### config.mk
export PLATFORM = sky130hd
export DESIGN_NAME = ram_copy_engine
export DESIGN_NICKNAME = d
export VERILOG_FILES = /design/src/rtl/ram_copy_engine.sv
export SDC_FILE = /design/constraint.sdc
export NUM_CORES = 1
export LEC_CHECK = 0
export CORE_MARGIN = 5
export CORE_UTILIZATION = 30
export CTS_CLUSTER_DIAMETER = 150
export DETAILED_ROUTE_END_ITERATION = 6
export GPL_ROUTABILITY_DRIVEN = 0
export SYNTH_ARGS = -nofsm -noshare
export SYNTH_HDL_FRONTEND = slang
export SYNTH_SLANG_ARGS = --single-unit
### constraint.sdc
create_clock -name clk -period 3 [get_ports clk]
set_input_delay 0.6 -clock clk [delete_from_list [all_inputs] [get_ports clk]]
set_output_delay 0.6 -clock clk [all_outputs]
set_load 0.05 [all_outputs]
### src/rtl/ram_copy_engine.sv
// Block-copy initiator for a single-port RAM with a one-cycle registered read.
// Alternates RD/WR per byte in ascending order, so overlapping regions get forward-copy semantics.
module ram_copy_engine #(
    parameter int ADDR_W = 8,
    parameter int DATA_W = 8,
    parameter int LEN_W  = 9
) (
    input  logic              clk,
    input  logic              rst_n,
    input  logic              start,
    input  logic [ADDR_W-1:0] src_addr,
    input  logic [ADDR_W-1:0] dst_addr,
    input  logic [LEN_W-1:0]  len,
    input  logic [DATA_W-1:0] rdata,
    output logic              MemRead,
    output logic              MemWrite,
    output logic [ADDR_W-1:0] addr,
    output logic [DATA_W-1:0] wdata,
    output logic              busy,
    output logic              done,
    output logic [LEN_W-1:0]  count
);

    typedef enum logic [1:0] {IDLE, RD, WR, DONE} state_t;

    state_t            state, state_nxt;
    logic [ADDR_W-1:0] src_q, dst_q, idx;
    logic [LEN_W-1:0]  len_q;
    logic              last_byte;

    assign last_byte = (count + LEN_W'(1)) == len_q;

    // NOTE: every register here uses <= so all reads see pre-edge values, independent of statement order.
    always_ff @(posedge clk) begin
        if (!rst_n) begin
            state <= IDLE;
            src_q <= '0;
            dst_q <= '0;
            len_q <= '0;
            idx   <= '0;
            count <= '0;
        end else begin
            state <= state_nxt;
            case (state)
                IDLE: if (start) begin
                    src_q <= src_addr;
                    dst_q <= dst_addr;
                    len_q <= len;
                    idx   <= '0;
                    count <= '0;
                end
                WR: begin
                    // idx is ADDR_W wide, so it silently wraps after a full 256-byte copy.
                    idx   <= idx + ADDR_W'(1);
                    count <= count + LEN_W'(1);
                end
                default: ;
            endcase
        end
    end

    // NOTE: default assignment first in every combinational block, so no path can infer a latch.
    always_comb begin
        state_nxt = state;
        case (state)
            IDLE: if (start) state_nxt = (len == '0) ? DONE : RD;
            RD:   state_nxt = WR;
            WR:   state_nxt = last_byte ? DONE : RD;
            DONE: state_nxt = IDLE;
            default: state_nxt = IDLE;
        endcase
    end

    // Address sums are ADDR_W wide, giving modulo-2^ADDR_W wrap for free.
    always_comb begin
        MemRead  = 1'b0;
        MemWrite = 1'b0;
        addr     = '0;
        wdata    = '0;
        case (state)
            RD: begin
                MemRead = 1'b1;
                addr    = src_q + idx;
            end
            WR: begin
                MemWrite = 1'b1;
                addr     = dst_q + idx;
                wdata    = rdata;
            end
            default: ;
        endcase
    end

    assign busy = (state != IDLE);
    assign done = (state == DONE);

endmodule
# After elaboration in Yosys (flattened, before gate mapping)
# Cells that the tools add are included.
dict set report classes {
  n_reduce_logical 6
  n_mux 12
  addsub 4
  eq_ne 5
}
# op count
set ops {}
lappend ops {{$pmux 8 s2} 2}
lappend ops {{$pmux 9 s2} 1}
lappend ops {{$add 8x8->8} 2}
lappend ops {{$mux 8} 2}
lappend ops {{$add 9x1->9 const B} 1}
lappend ops {{$eq 9x9->1} 1}
lappend ops {{$logic_not 9->1} 1}
lappend ops {{$mux 9} 1}
lappend ops {{$add 8x1->8 const B} 1}
lappend ops {{$pmux 2 s4} 1}
lappend ops {{$mux 2} 3}
lappend ops {{$eq 2x2->1 const B} 2}
lappend ops {{$reduce_and 2->1} 2}
lappend ops {{$reduce_bool 2->1} 2}
lappend ops {{$eq 2x1->1 const B} 1}
lappend ops {{$logic_not 2->1} 1}
lappend ops {{$mux 1} 2}
lappend ops {{$ne 2x2->1 const B} 1}
dict set report totals {
  elab_cells 33
  out_inout_bits 29
  inputBits 36
  reg_bits 44
}

# Longest topological paths before layout
dict set report depth {
  depth_word 4
  ltp_mapped 14
  mapped_depth_nobuf 12
}

# Worst setup path after synthesis
# Ideal clock, no wire load.
dict set report synth_timing {
  path_kind {register to output}
  start {register state[0]}
  end {output port addr[6]}
  path_stages_with_launch 15
  path_buffers 2
  required_time_ps 2400
  path_slack_ps -1365
  arrival_time_ps 3765
  path_cell_list {dfxtp_1 > inv_1 > ha_1 > clkbuf_1 > buf_2 > mux2_2 > ha_1 > inv_1 > fa_1 > nor2b_1 > o21ai_0 > nand2b_1 > a21o_1 > a21oi_1 > mux2i_1}
}
dict set report synth_via {
  elab_chain_cells 2
  word_cells_on_any_way 3
  classes_between {2 x eq/ne; 1 x mux}
}
# element line
set synth_rtl {}
lappend synth_rtl {{from (decl)} 26} ;# state_t state, state_nxt;
lappend synth_rtl {{from (signal assigned)} 43} ;# state <= state_nxt;
lappend synth_rtl {{$eq 2x2->1 or $eq 2x1->1 (tied branches)} 80} ;# case (state)
lappend synth_rtl {{$pmux 8 s2 *} 80}
lappend synth_rtl {{to (decl)} 17} ;# output logic [ADDR_W-1:0] addr,
# Mark *: on every way between the ends. The rest lies on a longest branch, timed or not.

# Worst setup path in the final report
# Ends and elaborated chain as after synthesis.

==> flow_summary.yaml <==
route:
  drc: 0
  routedWlPerCell_um: 13.5
  wl_mm: 6.78
  drt-pass1-iter-count: 4
  antenna_left: 0
  drt_iter0_drc: 58
  via_count: 2387
  viasPerCell: 4.75
critical_path:
  crit_chain: "inv_2, ha_4, mux2_4, ha_4, inv_2, fa_2, nor2b_4, o21ai_2, nand2b_1, a21o_1, a21oi_2, mux2i_4, buf_12"
  worstSetupStartpointType: "flip-flop"
  worst_setup_path_end_kind: "output pin"
  path_class: "reg2out"
  crit_slowest_cell: "dfxtp_2"
  worst-path-max-fanout: 5
  crit_path_max_incr_delay_ps: 340
  arrival_ps: 2620
  worstPathRequired_ps: 2400
synthesis:
  ys_ff_latch: 44
  synth_nets: 375
  async_flop_share_pct: 0
  synthCells: 325
  synth_ff_type: "dfxtp_1"
  synth_cell_types: 43
  synth-edff-count: 0
  syn_area_per_cell_um2: 8.08
  synth_warnings: 0
  synth_area_um2: 2630
  ys_seq_area_share_pct: 33.5
sta:
  final_max_slew_viol_count: 0
  worst_slack_ps: -221
  worstMarginPinSlew_ps: 529
  max_freq_mhz: 310
  final.setup.tns_ps: -544
  relSlewSlack_pct: 64.6
  hold_viol: 0
  finalCritPeriodShare_pct: 107
  skew_ps: 9.27
  min_period_ps: 3220
  rsz0062_at_grt: "true"
  finalSetupViolCount: 4
clock_tree:
  clk_pin_slew_ps: 100
  clock_latency_ps: 300
  postCtsHoldBufs: 0
  cts.sinks: 44
  cts_made_buffers: 5
  cts_buffer_depth: 2
  cts_max_level: 2
  cts_tree: "yes"
  cts_root_buf: "clkbuf_8"
die:
  die_y_um: 104
  start_util_pct: 30.4
  coreArea_um2: 8640
  ios: 65
  die_area_um2: 10700
  fp.dieW_um: 104
  row_count: 34
pwr:
  power_density_nw_per_um2: 624
  leakage_nw: 1.40
  worst_ir_drop_vdd_uv: 276
global_routing:
  grt_max_degree: 27
  grt_usage_pct: 12.9
  grt_pass1_wl_mm: 11.7
  antenna_found_initial: 0
  grt_overflow: 0
  grt_pass1_vias: 2401
final_layout:
  fin_nets: 443
  post-route-util_pct: 43.7
  final_common_cell: "nand2_1"
  final_cell_mix: "nand2_1, clkdlybuf4s50_1, dfxtp_1"
  nFillCells: 858
  layout-drive-gt1-share_pct: 17.5
  regArea_um2: 883
  area_growth_pct: 43.6
  multi_input_area_um2: 1800
  insertedDiodeCount: 0
status:
  failed_checks: "setup timing"
  outcome: "complete, but fails checks"
placed_design:
  dp_hpwl_mm: 5.16
  port-buffer-count: 64
worst_hold_path:
  hold_class: "reg2reg"
job:
  maxCapViolations: 0
## layer usage
metal | wire (µm) | track usage (%) | vias up
li1 | - | - | 1230
met2 | 3230 | 21.2 | 56
met3 | 332 | 2.92 | 4
met4 | 61 | 2.81 | 0
met1 | 3160 | 17.2 | 1097
met5 | 0 | 0 | -
## flip-flops by register name, indices dropped and copies added (netlist names)
signal	flops
count	9
dst_q	8
idx	8
len_q	9
src_q	8
state	2
## cells in the mapped netlist (2+ instances only)
| master | count | area share [%] |
|---|---|---|
| xor2_1 | 11 | 3.7 |
| a21boi_0 | 26 | 7.4 |
| nand2b_1 | 3 | 0.71 |
| nor2b_1 | 14 | 3.3 |
| nor3_1 | 8 | 1.5 |
| mux2_2 | 7 | 3.0 |
| inv_1 | 7 | 1.0 |
| xnor2_1 | 12 | 4.0 |
| nand2_1 | 73 | 10 |
| dfxtp_1 | 44 | 34 |
| and2_1 | 16 | 3.8 |
| ha_1 | 13 | 6.2 |
| a21oi_1 | 11 | 2.1 |
| buf_2 | 4 | 0.76 |
| buf_6 | 2 | 0.86 |
| a32oi_1 | 2 | 0.67 |
| mux2i_1 | 4 | 1.5 |
| a22oi_1 | 3 | 0.86 |
| clkbuf_1 | 8 | 1.1 |
| buf_1 | 2 | 0.29 |
| nor2_1 | 15 | 2.1 |
| a21o_1 | 2 | 0.57 |
| nand3_1 | 6 | 1.1 |
| o21ai_0 | 8 | 1.5 |
| nor4_1 | 2 | 0.48 |
| nand4_1 | 4 | 0.95 |
| o21ai_1 | 2 | 0.38 |
## cells by family after synthesis
group	share of synthesized area, %
muxes	4.52
adders and majority gates	6.95
and+or+nand+nor	26.8
DFF	33.5
buffers and inverters	4.33
AOI/OAI and AO/OA	16.2
xor gates and xnor gates	7.67
## cell type report
type / instances / area share, %
clock buffers: 5 / 1.82
repair buffers: 78 / 21.7
multi-input cells: 257 / 47.6
inverters: 7 / 0.697
clock inverters: 3 / 1.23
flip-flops and latches: 44 / 23.4
well taps: 108 / 3.58
## where the power goes
group	total [mW]	internal, mW	switching, mW
registers	0.716	0.658	0.0578
clock network	0.473	0.251	0.222
logic	1.16	0.476	0.689
## critical path: cells and delay by family, from the launching register on
kind	cells	cell delay, ps
fa+ha+maj	3	540
buf+inv	3	270
flops	1	340
compound gates	3	450
simple gates	2	130
mux	2	590
## repair_timing
| action | CTS | global route |
|---|---|---|
| endpoints found under the setup margin | 5 | 5 |
| gates resized for setup | 11 | 6 |
| pin swaps | 11 | 7 |
| setup buffers | 4 | 3 |
## per-stage QoR
stage | std cells | power [mW] | area (µm²) | setup WS [ps] | hold WS (ps)
after CTS | 499 | 2.35 | 3720 | -266 | 469
after floorplan | 325 | 1.48 | 2720 | -315 | 440
after global routing | 502 | 2.51 | 3770 | -348 | 502
after global placement | 487 | 1.83 | 3510 | 58.8 | 451
final | 502 | 2.35 | 3770 | -221 | 467
after detailed placement | 487 | 1.83 | 3510 | 7.66 | 456
## path summary, 6_finish.rpt
kind	startpoint	endpoint	slack (ps)	depth (start not counted)
max	state[0]	addr[6]	-220	13
min reg2reg	dst_q[6]	dst_q[6]	470	2
max reg2reg	state[0]	idx[7]	970	9
min	dst_q[6]	dst_q[6]	470	2
No activity file was read; power rests on OpenSTA's default activity.
